[config.mk]
export PLATFORM = sky130hd
export DESIGN_NAME = decode_stage_flat
export DESIGN_NICKNAME = d
export VERILOG_FILES = /design/src/rtl/decode_stage_if.sv /design/src/rtl/decode_stage.sv /design/src/flat_wrapper.sv
export SDC_FILE = /design/constraint.sdc
export NUM_CORES = 1
export LEC_CHECK = 0
export ABC_AREA = 0
export BUFFER_PORTS_ARGS = -buffer_cell sky130_fd_sc_hd__buf_2
export CORE_MARGIN = 2
export CORE_UTILIZATION = 44
export CTS_CLUSTER_DIAMETER = 120
export DETAILED_ROUTE_END_ITERATION = 8
export PLACE_DENSITY = 0.8
export SYNTH_ARGS = -nofsm -noshare
export SYNTH_HDL_FRONTEND = slang
export SYNTH_SLANG_ARGS = --single-unit
[constraint.sdc]
create_clock -name clk -period 2.2 [get_ports clk]
set_input_delay 0.33 -clock clk [delete_from_list [all_inputs] [get_ports clk]]
set_output_delay 0.33 -clock clk [all_outputs]
set_load 0.02 [all_outputs]
[src/rtl/decode_stage_if.sv]
// Bus bundle for the Quinta ID stage: fetch handshake, register-file read,
// writeback snoop and the ID/EX valid/ready output register.
interface decode_stage_if #(
  parameter int XLEN = 32
);
  logic            in_valid;
  logic            in_ready;
  logic [XLEN-1:0] in_pc;
  logic [31:0]     in_instr;
  logic            flush;
  logic [4:0]      read1_id;
  logic [4:0]      read2_id;
  logic [XLEN-1:0] read1_data;
  logic [XLEN-1:0] read2_data;
  logic            wb_en;
  logic [4:0]      wb_id;
  logic [XLEN-1:0] wb_data;
  logic            out_valid;
  logic            out_ready;
  logic [XLEN-1:0] out_pc;
  logic [31:0]     out_instr;
  logic [XLEN-1:0] out_rs1_data;
  logic [XLEN-1:0] out_rs2_data;
  logic [4:0]      out_rd;
  logic [XLEN-1:0] out_imm;
  logic            out_is_load;

  modport slave (
    input  in_valid, in_pc, in_instr, flush, read1_data, read2_data,
           wb_en, wb_id, wb_data, out_ready,
    output in_ready, read1_id, read2_id, out_valid, out_pc, out_instr,
           out_rs1_data, out_rs2_data, out_rd, out_imm, out_is_load
  );

  modport master (
    output in_valid, in_pc, in_instr, flush, read1_data, read2_data,
           wb_en, wb_id, wb_data, out_ready,
    input  in_ready, read1_id, read2_id, out_valid, out_pc, out_instr,
           out_rs1_data, out_rs2_data, out_rd, out_imm, out_is_load
  );
endinterface

[src/rtl/decode_stage.sv]
// Quinta RV32I decode stage: field split, immediate generation, load-use stall and
// ID/EX register. Define DECODE_WB_BYPASS_EN to bypass writeback data on accept.
module decode_stage #(
  parameter int          XLEN      = 32,
  parameter logic [31:0] NOP_INSTR = 32'h00000013
) (
  input  logic          clk,
  input  logic          rst,
  decode_stage_if.slave bus
);
  localparam logic [6:0] OPC_LUI    = 7'b0110111;
  localparam logic [6:0] OPC_AUIPC  = 7'b0010111;
  localparam logic [6:0] OPC_JAL    = 7'b1101111;
  localparam logic [6:0] OPC_JALR   = 7'b1100111;
  localparam logic [6:0] OPC_LOAD   = 7'b0000011;
  localparam logic [6:0] OPC_OPIMM  = 7'b0010011;
  localparam logic [6:0] OPC_OP     = 7'b0110011;
  localparam logic [6:0] OPC_STORE  = 7'b0100011;
  localparam logic [6:0] OPC_BRANCH = 7'b1100011;

  function automatic logic signed [XLEN-1:0] sext_imm(input logic signed [31:0] v);
    return XLEN'(v);
  endfunction

  logic [31:0]            instr;
  logic [6:0]             opcode;
  logic [4:0]             rs1_id;
  logic [4:0]             rs2_id;
  logic [4:0]             rd_d;
  logic                   uses_rs1;
  logic                   uses_rs2;
  logic                   is_load_d;
  logic signed [31:0]     imm32;
  logic signed [XLEN-1:0] imm_d;

  logic                   vld_p1;
  logic [XLEN-1:0]        pc_p1;
  logic [31:0]            instr_p1;
  logic signed [XLEN-1:0] rs1_p1;
  logic signed [XLEN-1:0] rs2_p1;
  logic [4:0]             rd_p1;
  logic signed [XLEN-1:0] imm_p1;
  logic                   is_load_p1;
  logic                   shadow_vld;
  logic [4:0]             shadow_rd;

  logic                   rs1_used;
  logic                   rs2_used;
  logic                   held_load;
  logic                   ld_hit1;
  logic                   ld_hit2;
  logic                   wb_hit1;
  logic                   wb_hit2;
  logic                   hazard;
  logic                   in_ready;
  logic                   accept;
  logic                   fire;
  logic                   hold;
  logic                   refresh1;
  logic                   refresh2;
  logic signed [XLEN-1:0] op1_d;
  logic signed [XLEN-1:0] op2_d;

  assign instr         = bus.in_instr;
  assign opcode        = instr[6:0];
  assign rs1_id        = instr[19:15];
  assign rs2_id        = instr[24:20];
  assign bus.read1_id  = rs1_id;
  assign bus.read2_id  = rs2_id;
  assign is_load_d     = (opcode == OPC_LOAD);
  assign imm_d         = sext_imm(imm32);

  always_comb begin
    uses_rs1 = 1'b0;
    uses_rs2 = 1'b0;
    rd_d     = instr[11:7];
    imm32    = '0;
    case (opcode)
      OPC_LUI, OPC_AUIPC: imm32 = {instr[31:12], 12'b0};
      OPC_JAL:            imm32 = {{12{instr[31]}}, instr[19:12], instr[20], instr[30:21], 1'b0};
      OPC_JALR, OPC_LOAD, OPC_OPIMM: begin
        uses_rs1 = 1'b1;
        imm32    = {{20{instr[31]}}, instr[31:20]};
      end
      OPC_OP: begin
        uses_rs1 = 1'b1;
        uses_rs2 = 1'b1;
      end
      OPC_STORE: begin
        uses_rs1 = 1'b1;
        uses_rs2 = 1'b1;
        rd_d     = 5'd0;
        imm32    = {{20{instr[31]}}, instr[31:25], instr[11:7]};
      end
      OPC_BRANCH: begin
        uses_rs1 = 1'b1;
        uses_rs2 = 1'b1;
        rd_d     = 5'd0;
        imm32    = {{19{instr[31]}}, instr[31], instr[7], instr[30:25], instr[11:8], 1'b0};
      end
      default: ;
    endcase
  end

  // x0 is excluded here so it can never stall or bypass
  assign rs1_used  = uses_rs1 && (rs1_id != 5'd0);
  assign rs2_used  = uses_rs2 && (rs2_id != 5'd0);
  assign held_load = vld_p1 && is_load_p1;
  assign ld_hit1   = rs1_used && ((held_load && rs1_id == rd_p1) || (shadow_vld && rs1_id == shadow_rd));
  assign ld_hit2   = rs2_used && ((held_load && rs2_id == rd_p1) || (shadow_vld && rs2_id == shadow_rd));
  assign wb_hit1   = bus.wb_en && rs1_used && (bus.wb_id == rs1_id);
  assign wb_hit2   = bus.wb_en && rs2_used && (bus.wb_id == rs2_id);

`ifdef DECODE_WB_BYPASS_EN
  assign hazard = ld_hit1 || ld_hit2;
  assign op1_d  = wb_hit1 ? bus.wb_data : bus.read1_data;
  assign op2_d  = wb_hit2 ? bus.wb_data : bus.read2_data;
`else
  // Without the bypass a same-cycle writeback is waited out for one cycle
  assign hazard = ld_hit1 || ld_hit2 || wb_hit1 || wb_hit2;
  assign op1_d  = bus.read1_data;
  assign op2_d  = bus.read2_data;
`endif

  assign in_ready     = !bus.flush && (!vld_p1 || bus.out_ready) && !hazard;
  assign bus.in_ready = in_ready;
  assign accept       = bus.in_valid && in_ready;
  assign fire         = vld_p1 && bus.out_ready;
  assign hold         = vld_p1 && !bus.out_ready;
  assign refresh1     = hold && bus.wb_en && (bus.wb_id != 5'd0) && (bus.wb_id == instr_p1[19:15]);
  assign refresh2     = hold && bus.wb_en && (bus.wb_id != 5'd0) && (bus.wb_id == instr_p1[24:20]);

  // ---- ID/EX register boundary ----
  always_ff @(posedge clk) begin
    if (rst) begin
      vld_p1     <= 1'b0;
      pc_p1      <= '0;
      instr_p1   <= NOP_INSTR;
      rs1_p1     <= '0;
      rs2_p1     <= '0;
      rd_p1      <= '0;
      imm_p1     <= '0;
      is_load_p1 <= 1'b0;
      shadow_vld <= 1'b0;
      shadow_rd  <= '0;
    end else begin
      shadow_vld <= !bus.flush && fire && is_load_p1;
      if (fire && is_load_p1)
        shadow_rd <= rd_p1;

      if (bus.flush)
        vld_p1 <= 1'b0;
      else if (accept)
        vld_p1 <= 1'b1;
      else if (fire)
        vld_p1 <= 1'b0;

      if (accept) begin
        pc_p1      <= bus.in_pc;
        instr_p1   <= instr;
        rs1_p1     <= op1_d;
        rs2_p1     <= op2_d;
        rd_p1      <= rd_d;
        imm_p1     <= imm_d;
        is_load_p1 <= is_load_d;
      end else begin
        if (refresh1)
          rs1_p1 <= bus.wb_data;
        if (refresh2)
          rs2_p1 <= bus.wb_data;
      end
    end
  end

  assign bus.out_valid    = vld_p1;
  assign bus.out_pc       = pc_p1;
  assign bus.out_instr    = instr_p1;
  assign bus.out_rs1_data = rs1_p1;
  assign bus.out_rs2_data = rs2_p1;
  assign bus.out_rd       = rd_p1;
  assign bus.out_imm      = imm_p1;
  assign bus.out_is_load  = is_load_p1;
endmodule

[src/flat_wrapper.sv]
// flat-port wrapper written by rule: the top's interface ports become plain ports
module decode_stage_flat 
#(
  parameter int          XLEN      = 32,
  parameter logic [31:0] NOP_INSTR = 32'h00000013
)
  (clk, rst, bus_in_valid, bus_in_pc, bus_in_instr, bus_flush, bus_read1_data, bus_read2_data, bus_wb_en, bus_wb_id, bus_wb_data, bus_out_ready, bus_in_ready, bus_read1_id, bus_read2_id, bus_out_valid, bus_out_pc, bus_out_instr, bus_out_rs1_data, bus_out_rs2_data, bus_out_rd, bus_out_imm, bus_out_is_load);
  decode_stage_if #(.XLEN(XLEN)) bus_i ();
  input  logic clk;
  input  logic rst;
  input wire logic [$bits(bus_i.in_valid)-1:0] bus_in_valid;
  input wire logic [$bits(bus_i.in_pc)-1:0] bus_in_pc;
  input wire logic [$bits(bus_i.in_instr)-1:0] bus_in_instr;
  input wire logic [$bits(bus_i.flush)-1:0] bus_flush;
  input wire logic [$bits(bus_i.read1_data)-1:0] bus_read1_data;
  input wire logic [$bits(bus_i.read2_data)-1:0] bus_read2_data;
  input wire logic [$bits(bus_i.wb_en)-1:0] bus_wb_en;
  input wire logic [$bits(bus_i.wb_id)-1:0] bus_wb_id;
  input wire logic [$bits(bus_i.wb_data)-1:0] bus_wb_data;
  input wire logic [$bits(bus_i.out_ready)-1:0] bus_out_ready;
  output wire logic [$bits(bus_i.in_ready)-1:0] bus_in_ready;
  output wire logic [$bits(bus_i.read1_id)-1:0] bus_read1_id;
  output wire logic [$bits(bus_i.read2_id)-1:0] bus_read2_id;
  output wire logic [$bits(bus_i.out_valid)-1:0] bus_out_valid;
  output wire logic [$bits(bus_i.out_pc)-1:0] bus_out_pc;
  output wire logic [$bits(bus_i.out_instr)-1:0] bus_out_instr;
  output wire logic [$bits(bus_i.out_rs1_data)-1:0] bus_out_rs1_data;
  output wire logic [$bits(bus_i.out_rs2_data)-1:0] bus_out_rs2_data;
  output wire logic [$bits(bus_i.out_rd)-1:0] bus_out_rd;
  output wire logic [$bits(bus_i.out_imm)-1:0] bus_out_imm;
  output wire logic [$bits(bus_i.out_is_load)-1:0] bus_out_is_load;
  assign bus_i.in_valid = bus_in_valid;
  assign bus_i.in_pc = bus_in_pc;
  assign bus_i.in_instr = bus_in_instr;
  assign bus_i.flush = bus_flush;
  assign bus_i.read1_data = bus_read1_data;
  assign bus_i.read2_data = bus_read2_data;
  assign bus_i.wb_en = bus_wb_en;
  assign bus_i.wb_id = bus_wb_id;
  assign bus_i.wb_data = bus_wb_data;
  assign bus_i.out_ready = bus_out_ready;
  assign bus_in_ready = bus_i.in_ready;
  assign bus_read1_id = bus_i.read1_id;
  assign bus_read2_id = bus_i.read2_id;
  assign bus_out_valid = bus_i.out_valid;
  assign bus_out_pc = bus_i.out_pc;
  assign bus_out_instr = bus_i.out_instr;
  assign bus_out_rs1_data = bus_i.out_rs1_data;
  assign bus_out_rs2_data = bus_i.out_rs2_data;
  assign bus_out_rd = bus_i.out_rd;
  assign bus_out_imm = bus_i.out_imm;
  assign bus_out_is_load = bus_i.out_is_load;
  decode_stage #(.XLEN(XLEN), .NOP_INSTR(NOP_INSTR)) u_core (.clk(clk), .rst(rst), .bus(bus_i));
endmodule
==> flow_metrics.env, run 1 <==
export IMPL_yosys_register_bits=173
export IMPL_fin_nets=1459
export IMPL_floorplan_core_area_mm2=0.0181
export IMPL_pin_count_of_the_biggest_net_entering_global_routing=92
export IMPL_clk_path_buf_depth=2
export IMPL_peakVddDrop_uv=544
export IMPL_final_max_slew_viol_count=0
export IMPL_synth_area_mm2=0.00817
export IMPL_cell_count_after_synthesis=910
export IMPL_tritoncts="yes"
export IMPL_syn2layout_area_growth_pct=44.6
export IMPL_crit_path_max_incr_delay_ns=0.34
export IMPL_synth_seq_area_share_pct=42.4
export IMPL_power_leakage_nw=5.02
export IMPL_remaining_drc_errors=0
export IMPL_grt_residual_overflow=0
export IMPL_setup_worst_path_start_class="flip-flop"
export IMPL_start_util_pct=45.2
export IMPL_grt_util_all_layers_pct=28.3
export IMPL_place_detailed_instances=1476
export IMPL_number_of_buffers_added_by_the_clock_tree_synthesis_step=17
export IMPL_maxCapViolCount=0
export IMPL_share_of_layout_cells_above_drive_strength_1_pct=44.6
export IMPL_cp_common_cell="buf_6"
export IMPL_setup_viol=105
export IMPL_synth_largest_area_cell="dfxtp_1"
export IMPL_yosysTopAreaCellShare_pct=42.4
export IMPL_grt_use_met2_pct=47.5
export IMPL_transition_time_at_the_pin_with_the_least_slew_margin_ns=0.559
export IMPL_grt_setup_unrepaired="yes"
export IMPL_outcome="finished, violations left"
export IMPL_final_antenna_net_count=0
export IMPL_number_of_vias_after_detailed_routing=8933
export IMPL_failed_checks="negative setup slack"
export IMPL_setup_slack_ns=-0.155
export IMPL_dieArea_mm2=0.0197
export IMPL_die_height_um=140
export IMPL_cts_root_buffer="clkbuf_16"
export IMPL_cts_reportedPaths_clkPinSlew_ns=0.07
export IMPL_asyncSetResetFlopFracSynth_pct=0
export IMPL_placementRows=49
export IMPL_totalWireLength_mm=31.2
export IMPL_number_of_flops_mapped_to_enable_cells_by_yosys=0
export IMPL_ys_top_cells_by_count="173 x dfxtp_1, 109 x a21oi_1, 75 x nor3_1, 75 x o21ai_0, 70 x mux2i_1"
export IMPL_global_route_usage_met3_pct=6.74
export IMPL_hold_path_class="in2reg"
export IMPL_globalplace_congestion=0.961
export IMPL_crit_path_kind="reg2out"
export IMPL_dpl_hpwl_mm=20.9
export IMPL_synth_ff_type="dfxtp_1"
export IMPL_critical_path_max_fanout=3
export IMPL_cts_htree_levels=4
export IMPL_drt_vias_per_instance=5.83
export IMPL_worst_endpoint_arrival_ns=2.03
export IMPL_grt_first_pass_wirelength_mm=44.4
export IMPL_yosysWarnings=0
export IMPL_power_density_mw_per_mm2=687
export IMPL_worstSkewPairLatency_ns=0.43
export IMPL_routed_wire_length_per_instance_um=20.4
export IMPL_max_freq_ghz=0.425
export IMPL_first_iter_violations=756
export IMPL_critPathCaptureType="primary output"
export IMPL_r2r_cells=11
export IMPL_grt_pass1_vias=8302
export IMPL_synthesis_area_per_instance_um2=8.98
export IMPL_met1_routing_resource_usage_after_global_routing_pct=35.2
export IMPL_tritoncts_num_sinks=173
export IMPL_gr_max_usage_layer="met2"
export IMPL_ys_types=46
export IMPL_cp_cell_sequence="xor2_1 -> nor4_1 -> and3_1 -> nor3_2 -> o221ai_4 -> inv_4 -> buf_6 -> buf_6"
export IMPL_die_x_um=140
export IMPL_finalSetupTns_ns=-4.81
export IMPL_io_pins=349
export IMPL_post_route_min_period_ns=2.36
export IMPL_max_slew_margin_pct=62.6
export IMPL_finalCritPeriodShare_pct=107
export IMPL_antenna_found_initial=2
export IMPL_clock_skew_final_ns=0.0113
export IMPL_mappedNetlistNets=1081
export IMPL_worst_hold_path_num_cells=2
export IMPL_dr_pass1_iters=5
export IMPL_synthMostInstantiatedCell="dfxtp_1"
export IMPL_port_buffers=348
export IMPL_synth_area_leaders="dfxtp_1 42%, mux2i_1 8.6%, a21oi_1 6.7%"
export IMPL_worst_path_max_delay_cell="dfxtp_2"
export IMPL_final_fill_count=1445
export IMPL_worstPathRequired_ns=1.87
export IMPL_hold_vio_cnt_final=0
export IMPL_final_cell_count_no_fill=1531
-- area by class of cell --
| type | instances | area [um2] | area share, % |
|---|---|---|---|
| Clock inverter | 11 | 129 | 1.09 |
| Tap cell | 229 | 287 | 2.42 |
| Timing Repair Buffer | 472 | 3150 | 26.6 |
| Multi-Input combinational cell | 619 | 4280 | 36.2 |
| Clock buffer | 21 | 470 | 3.98 |
| Inverter | 5 | 23.8 | 0.201 |
| Sequential cell | 173 | 3470 | 29.4 |
| Antenna cell | 1 | 2.50 | 0.0212 |
-- worst max-delay path, delay by kind of cell (launching register included) --
family / cells / cell delay [ns]
XOR/XNOR: 1 / 0.16
AO/OA/AOI/OAI: 1 / 0.21
flip-flops: 1 / 0.34
AND/OR/NAND/NOR: 3 / 0.60
buffers and inverters: 3 / 0.30
-- per-layer routing --
metal,wire length (um),up-vias
met5,13,-
met4,890,2
met3,2780,67
met2,15500,493
met1,12000,4273
li1,-,4098
-- final timing paths --
kind,slack [ns],endpoint,start
worst min register to register,0.46,u_core.bus.out_instr[0],u_core.bus.out_instr[0]
worst max register to register,-0.13,u_core.bus.out_is_load,u_core.shadow_rd[3]
worst max-delay path,-0.16,bus_in_ready,u_core.shadow_rd[3]
worst min-delay path,0.14,u_core.bus.out_valid,bus_flush
-- power breakdown --
group / total [mW] / internal [mW] / switching, mW / leakage, nW
Clock: 3.10 / 1.78 / 1.32 / 0.291
Combinational: 1.61 / 0.661 / 0.950 / 3.31
Sequential: 3.41 / 3.30 / 0.103 / 1.42
Total: 8.12 / 5.74 / 2.38 / 5.02
-- cells by family after synthesis --
logic type             share of synthesized area (%)
multiplexers                                    8.57
AO/OA/AOI/OAI                                   22.8
buffers and inverters                           7.65
AND/OR/NAND/NOR                                 14.3
flip-flops                                      42.4
XOR/XNOR                                        4.29
-- sequential cells by signal, indices dropped and copies added (netlist names) --
name and flops:
u_core.shadow_rd 5, u_core.bus.out_valid 1, u_core.bus.out_rd 5, u_core.shadow_vld 1, u_core.bus.out_is_load 1, u_core.bus.out_imm 32
u_core.bus.out_rs2_data 32, u_core.bus.out_pc 32, u_core.bus.out_rs1_data 32, u_core.bus.out_instr 32
-- metrics by stage --
stage | area, um2 | setup slack, ns | utilization [%] | total power [mW] | hold WS, ns
CTS | 11400 | -0.125 | 62.9 | 8.00 | 0.104
finish | 11800 | -0.155 | 65.4 | 8.12 | 0.135
global route | 11800 | -0.221 | 65.4 | 8.37 | 0.130
detailed placement | 10600 | -0.332 | 58.7 | 4.91 | 0.446
global placement | 10600 | -0.256 | 58.7 | 4.88 | 0.439
floorplan | 8170 | 0.0164 | - | 4.28 | 0.409
-- what timing repair did --
action	in CTS	in global routing
endpoints found under the hold margin	0	0
gates resized for setup	19	49
setup buffers	6	4
pin swaps	5	36
setup endpoints to repair	62	131
hold buffers	0	0
cloned	2	10
-- layout by cell type (no fill, tap or decap), drive strengths merged, types with 6 or more instances in the layout --
cell,synthesis,final
nor2,21,21
xnor2,18,18
o21ai,75,75
nor4,8,8
nand4,13,13
mux2i,70,70
dfxtp,173,173
nor3,75,75
and3,8,8
xor2,22,22
buf,61,465
nand2,5,6
a21oi,109,109
clkbuf,53,28
a211oi,87,87
nand2b,12,12
nand3,66,66
inv,4,8
Note: power is estimated with default switching activity, not from simulation.
==> inputs of run 2 (changes only) <==
- ABC_AREA: 0 -> 1
- PLACE_DENSITY: 0.8 -> 0.79
==> flow_metrics.env, run 2 <==
export IMPL_outcome="finished, final reports clean"
export IMPL_max_freq_ghz=0.466
export IMPL_grt_util_all_layers_pct=28.2
export IMPL_worst_hold_path_num_cells=2
export IMPL_dpl_hpwl_mm=20.7
export IMPL_routed_wire_length_per_instance_um=16.3
export IMPL_max_slew_margin_pct=66.9
export IMPL_hold_path_class="in2reg"
export IMPL_worstSkewPairLatency_ns=0.43
export IMPL_regToRegSetupSlack_ns=0.11
export IMPL_critPathCaptureType="primary output"
export IMPL_power_sequential_fraction_pct=42.5
export IMPL_grt_first_pass_wirelength_mm=45.2
export IMPL_mappedNetlistNets=1382
export IMPL_internal_power_mw=5.40
export IMPL_crit_path_kind="reg2out"
export IMPL_synth_area_mm2=0.00833
export IMPL_worst_endpoint_arrival_ns=1.82
export IMPL_synthesis_area_per_instance_um2=6.88
export IMPL_power_switching_share_pct=32.2
export IMPL_synth_largest_area_cell="dfxtp_1"
export IMPL_placementRows=50
export IMPL_cts_reportedPaths_clkPinSlew_ns=0.08
export IMPL_number_of_buffers_added_by_the_clock_tree_synthesis_step=17
export IMPL_globalplace_congestion=0.966
export IMPL_power_density_mw_per_mm2=706
export IMPL_cell_count_after_synthesis=1211
export IMPL_totalWireLength_mm=29.3
export IMPL_final_antenna_net_count=0
export IMPL_p_clk_share_pct=40.6
export IMPL_final_cell_count_no_fill=1796
export IMPL_peakVddDrop_uv=537
export IMPL_placement_setup_worst_slack_ns=-0.0341
export IMPL_synth_ff_type="dfxtp_1"
export IMPL_io_pins=349
export IMPL_fin_nets=1720
export IMPL_die_height_um=142
export IMPL_whs_ns=0.0992
export IMPL_worstPathRequired_ns=1.87
export IMPL_critical_path_max_fanout=3
export IMPL_grt_pass1_vias=8953
export IMPL_synthMostInstantiatedCell="nand3_1"
export IMPL_maxCapViolCount=0
export IMPL_min_to="u_core.bus.out_valid"
export IMPL_critical_path_reg2reg_startpoint="u_core.shadow_rd[3]"
export IMPL_remaining_drc_errors=0
export IMPL_grt_residual_overflow=0
export IMPL_yosys_register_bits=173
export IMPL_start_util_pct=44.7
export IMPL_antenna_found_initial=0
export IMPL_pwr_share_comb_pct=16.9
export IMPL_tritoncts="yes"
export IMPL_most_common_layout_cells="347 x buf_2, 216 x nand3_1, 183 x nand2_1, 166 x nor2_1, 165 x dfxtp_1"
export IMPL_die_x_um=142
export IMPL_power_leakage_nw=6.05
export IMPL_pin_count_of_the_biggest_net_entering_global_routing=79
export IMPL_synth_area_leaders="dfxtp_1 42%, nand3_1 13%, nand2_1 8.2%"
export IMPL_design_power_total_mw=7.96
export IMPL_syn2layout_area_growth_pct=35.4
export IMPL_synth_seq_area_share_pct=41.6
export IMPL_diodes=0
export IMPL_setup_slack_ns=0.0548
export IMPL_crit_reg2reg_capture="u_core.bus.out_imm[4]"
export IMPL_ys_top_cells_by_count="218 x nand3_1, 183 x nand2_1, 173 x dfxtp_1"
export IMPL_yosysTopAreaCellShare_pct=41.6
export IMPL_finalSetupTns_ns=0
export IMPL_port_buffers=348
export IMPL_yosysWarnings=0
export IMPL_r2r_cells=13
export IMPL_setup_worst_path_start_class="flip-flop"
export IMPL_power_switching_mw=2.56
export IMPL_asyncSetResetFlopFracSynth_pct=0
export IMPL_share_of_layout_cells_above_drive_strength_1_pct=32.5
export IMPL_tritoncts_num_sinks=173
export IMPL_clk_path_buf_depth=2
export IMPL_ys_types=30
export IMPL_hold_vio_cnt_final=0
export IMPL_cts_root_buffer="clkbuf_16"
export IMPL_dr_pass1_iters=8
export IMPL_finalCritPeriodShare_pct=97.5
export IMPL_number_of_flops_mapped_to_enable_cells_by_yosys=0
export IMPL_drt_vias_per_instance=5.39
export IMPL_transition_time_at_the_pin_with_the_least_slew_margin_ns=0.493
export IMPL_mostFrequentLayoutCell="buf_2"
export IMPL_hold_path_startpoint="bus_flush"
export IMPL_number_of_vias_after_detailed_routing=9688
export IMPL_floorplan_core_area_mm2=0.0186
export IMPL_cts_htree_levels=4
export IMPL_critical_path_startpoint="u_core.shadow_rd[3]"
export IMPL_final_fill_count=1750
export IMPL_clock_skew_final_ns=0.0113
export IMPL_post_route_min_period_ns=2.15
export IMPL_grt_setup_unrepaired="no"
export IMPL_dieArea_mm2=0.0200
export IMPL_place_detailed_instances=1752
export IMPL_first_iter_violations=730
export IMPL_setup_viol=0
export IMPL_final_max_slew_viol_count=0
[run 2: cell count changes in the layout (fill, tap and decap cells not counted), sizes merged, moves of 70 or more]
cell    delta
inv      +114
nand3    +152
mux2i     -70
nand2    +191
nor2     +146
a211oi    -86
[run 2: cell families (layout without fill, tap and decap cells)]
logic type / count (synthesis) / in the layout / share of synthesized area (%)
xor+xnor: 11 / 11 / 1.16
flops: 173 / 173 / 41.6
buf+inv: 214 / 565 / 11.5
compound gates: 155 / 155 / 9.87
simple gates: 658 / 658 / 35.9
[run 2: final cells by class]
cell class	instances	area [um2]	area share (%)
Inverter	114	430	3.82
Tap cell	234	293	2.60
Multi-Input combinational cell	824	3930	34.9
Timing Repair Buffer	419	2490	22.1
Clock buffer	17	425	3.77
Clock inverter	15	218	1.93
Sequential cell	173	3480	30.9
[run 2: through the flow]
stage | util [%] | area (um2)
floorplan | - | 8330
global placement | 56.1 | 10500
detailed placement | 56.1 | 10500
CTS | 60.4 | 11300
global route | 60.5 | 11300
finish | 60.5 | 11300
[run 2: timing repair]
action	in CTS	in global routing
hold buffers	0	0
resized for setup	19	1
pin swaps	2	1
endpoints found under the setup margin	1	1
setup buffers	9	2
cloned	2	0
[run 2: power groups by stage]
stage	combinational [mW]	clock [mW]	sequential [mW]
after global placement	1.30	0	3.46
after CTS	1.34	3.28	3.38
after detailed placement	1.31	0	3.46
after global routing	1.46	3.42	3.41
final	1.34	3.24	3.39
after floorplan	0.563	0	3.65
[run 2: how the worst max path moves through the flow]
| stage | slack [ns] | end | cells past startpoint |
|---|---|---|---|
| after CTS | 0.03 | bus_in_ready | 11 |
| final | 0.05 | bus_in_ready | 11 |
| after floorplan | 0.31 | bus_in_ready | 9 |
| after global placement | -0.002 | u_core.bus.out_rs2_data[9] | 11 |
| after global routing | 0.01 | bus_in_ready | 11 |
| after detailed placement | -0.03 | u_core.bus.out_instr[15] | 9 |
[run 2: worst max-delay path, cell delays in order, from the launching register on]
cell     delay [ns]
dfxtp_2        0.34
inv_1          0.06
nand2_1        0.06
o21ai_0        0.07
nor2_1         0.18
nand3_1        0.13
nand3_2        0.12
nand2_4        0.06
buf_12         0.14
nand2_1        0.05
inv_1          0.05
buf_6          0.12
[run 2: layer usage]
layer	share of wire [%]	GRT usage, %	vias up
met3	8.8	6.61	105
met2	47	47.2	546
met5	0	0	-
met4	4.7	14.5	0
met1	39	33.7	4382
li1	-	-	4655
==> inputs of run 3 (changes only) <==
- CORE_UTILIZATION: 44 -> 35
- CTS_CLUSTER_DIAMETER: 120 -> unset
- PLACE_DENSITY: 0.79 -> 0.66
==> flow_metrics.env, run 3 (synthesis results as in run 2) <==
export IMPL_most_common_layout_cells="347 x buf_2, 215 x nand3_1, 180 x nand2_1, 164 x nor2_1, 161 x dfxtp_1"
export IMPL_transition_time_at_the_pin_with_the_least_slew_margin_ns=0.523
export IMPL_hold_vio_cnt_final=0
export IMPL_power_switching_mw=2.49
export IMPL_final_cell_count_no_fill=1878
export IMPL_met1_routing_resource_usage_after_global_routing_pct=30.1
export IMPL_grt_pass1_vias=8371
export IMPL_antenna_found_initial=2
export IMPL_global_route_usage_met3_pct=4.65
export IMPL_whs_ns=0.128
export IMPL_fin_nets=1715
export IMPL_dpl_hpwl_mm=21.6
export IMPL_pwr_share_comb_pct=17.1
export IMPL_post_route_min_period_ns=2.10
export IMPL_grt_util_all_layers_pct=22.8
export IMPL_placement_cell_area_mm2=0.0106
export IMPL_syn2layout_area_growth_pct=35.9
export IMPL_number_of_buffers_added_by_the_clock_tree_synthesis_step=17
export IMPL_final_max_slew_viol_count=0
export IMPL_first_iter_violations=852
export IMPL_final_area_mm2=0.0113
export IMPL_tritoncts_num_sinks=173
export IMPL_fin_util_pct=48.4
export IMPL_share_of_layout_cells_above_drive_strength_1_pct=33.1
export IMPL_pin_count_of_the_biggest_net_entering_global_routing=96
export IMPL_mostFrequentLayoutCell="buf_2"
export IMPL_clock_skew_final_ns=0.0119
export IMPL_finalCritPeriodShare_pct=95.3
export IMPL_grt_first_pass_wirelength_mm=45.0
export IMPL_worstSkewPairLatency_ns=0.43
export IMPL_critical_path_max_fanout=7
export IMPL_peakVddDrop_uv=462
export IMPL_hold_path_class="in2reg"
export IMPL_die_height_um=158
export IMPL_remaining_drc_errors=0
export IMPL_outcome="finished, final reports clean"
export IMPL_grt_residual_overflow=0
export IMPL_number_of_vias_after_detailed_routing=9528
export IMPL_floorplan_core_area_mm2=0.0234
export IMPL_setup_slack_ns=0.102
export IMPL_dr_pass1_iters=6
export IMPL_placementRows=56
export IMPL_clk_path_buf_depth=2
export IMPL_dieArea_mm2=0.0250
export IMPL_port_buffers=348
export IMPL_routed_wire_length_per_instance_um=15.9
export IMPL_drt_vias_per_instance=5.07
export IMPL_power_leakage_nw=5.99
export IMPL_internal_power_mw=5.35
export IMPL_final_antenna_net_count=0
export IMPL_final_fill_count=2430
export IMPL_finalSetupTns_ns=0
export IMPL_cts_root_buffer="clkbuf_16"
export IMPL_cts_htree_levels=4
export IMPL_power_density_mw_per_mm2=692
export IMPL_p_clk_share_pct=39.7
export IMPL_globalplace_congestion=0.916
export IMPL_die_x_um=158
export IMPL_worstPathRequired_ns=1.87
export IMPL_setup_viol=0
export IMPL_critPathCaptureType="primary output"
export IMPL_io_pins=349
export IMPL_crit_path_kind="reg2out"
export IMPL_power_switching_share_pct=31.8
export IMPL_design_power_total_mw=7.84
export IMPL_max_slew_margin_pct=65.1
export IMPL_gr_max_usage_layer="met2"
export IMPL_worst_endpoint_arrival_ns=1.77
export IMPL_setup_worst_path_start_class="flip-flop"
export IMPL_tritoncts="yes"
export IMPL_totalWireLength_mm=29.8
export IMPL_combined_area_of_the_multi_input_logic_cells_mm2=0.00395
export IMPL_cts_reportedPaths_clkPinSlew_ns=0.08
export IMPL_placement_setup_worst_slack_ns=-0.00774
export IMPL_grt_use_met2_pct=37.2
export IMPL_max_freq_ghz=0.477
export IMPL_place_detailed_instances=1835
export IMPL_power_sequential_fraction_pct=43.2
export IMPL_start_util_pct=35.6
export IMPL_maxCapViolCount=0
export IMPL_regArea_mm2=0.00349
==> run 3: changes by cell type in the layout (fill, tap and decap cells not counted), sizes merged <==
cell	previous run	this run
diode	0	2
inv	122	120
buf	417	414
bufbuf	2	0
clkinv	7	9
==> run 3: repair_timing <==
action	4_1_cts	5_1_grt
pin swaps	0	7
setup buffers	1	8
setup endpoints to repair	1	7
hold buffers	0	0
resized for setup	12	30
==> run 3: routing by layer <==
layer  part of all wire (%)  up-vias
met2                     47      467
li1                       -     4661
met1                     42     4352
met5                      0        -
met4                    2.3        0
met3                    8.3       48
==> run 3: path summary, 6_finish.rpt <==
kind / startpoint / to / slack [ns] / depth (start not counted)
hold reg to reg: u_core.bus.out_instr[27] / u_core.bus.out_instr[27] / 0.47 / 2
setup reg to reg: u_core.bus.out_rd[2] / u_core.bus.out_instr[3] / 0.21 / 12
hold / removal: bus_flush / u_core.bus.out_valid / 0.13 / 2
setup / recovery: u_core.bus.out_rd[1] / bus_in_ready / 0.10 / 11
==> run 3: power groups by stage <==
stage	clock network [mW]	registers, mW	logic [mW]
2_1_floorplan	0	3.65	0.563
3_3_place_gp	0	3.46	1.31
3_5_place_dp	0	3.46	1.32
4_1_cts	3.22	3.39	1.32
5_1_grt	3.34	3.41	1.46
6_report	3.11	3.39	1.34
==> run 3: final cells by class <==
cell class | count | area share (%)
tap | 319 | 3.53
timing repair buffer | 414 | 21.5
sequential | 173 | 30.9
clock inverter | 15 | 1.65
inverter | 114 | 3.80
clock buffer | 17 | 3.76
antenna | 2 | 0.0442
multi-input combinational | 824 | 34.9
==> run 3: worst max-delay path: stages, from the launching register on <==
cell and delay, ns:
dfxtp_4 0.37, inv_2 0.06, nand2_1 0.05, o21ai_1 0.10
nor2_2 0.06, nand3_2 0.06, nand3_2 0.11, a21oi_4 0.19
buf_12 0.14, nand2_2 0.05, inv_2 0.05, buf_6 0.11
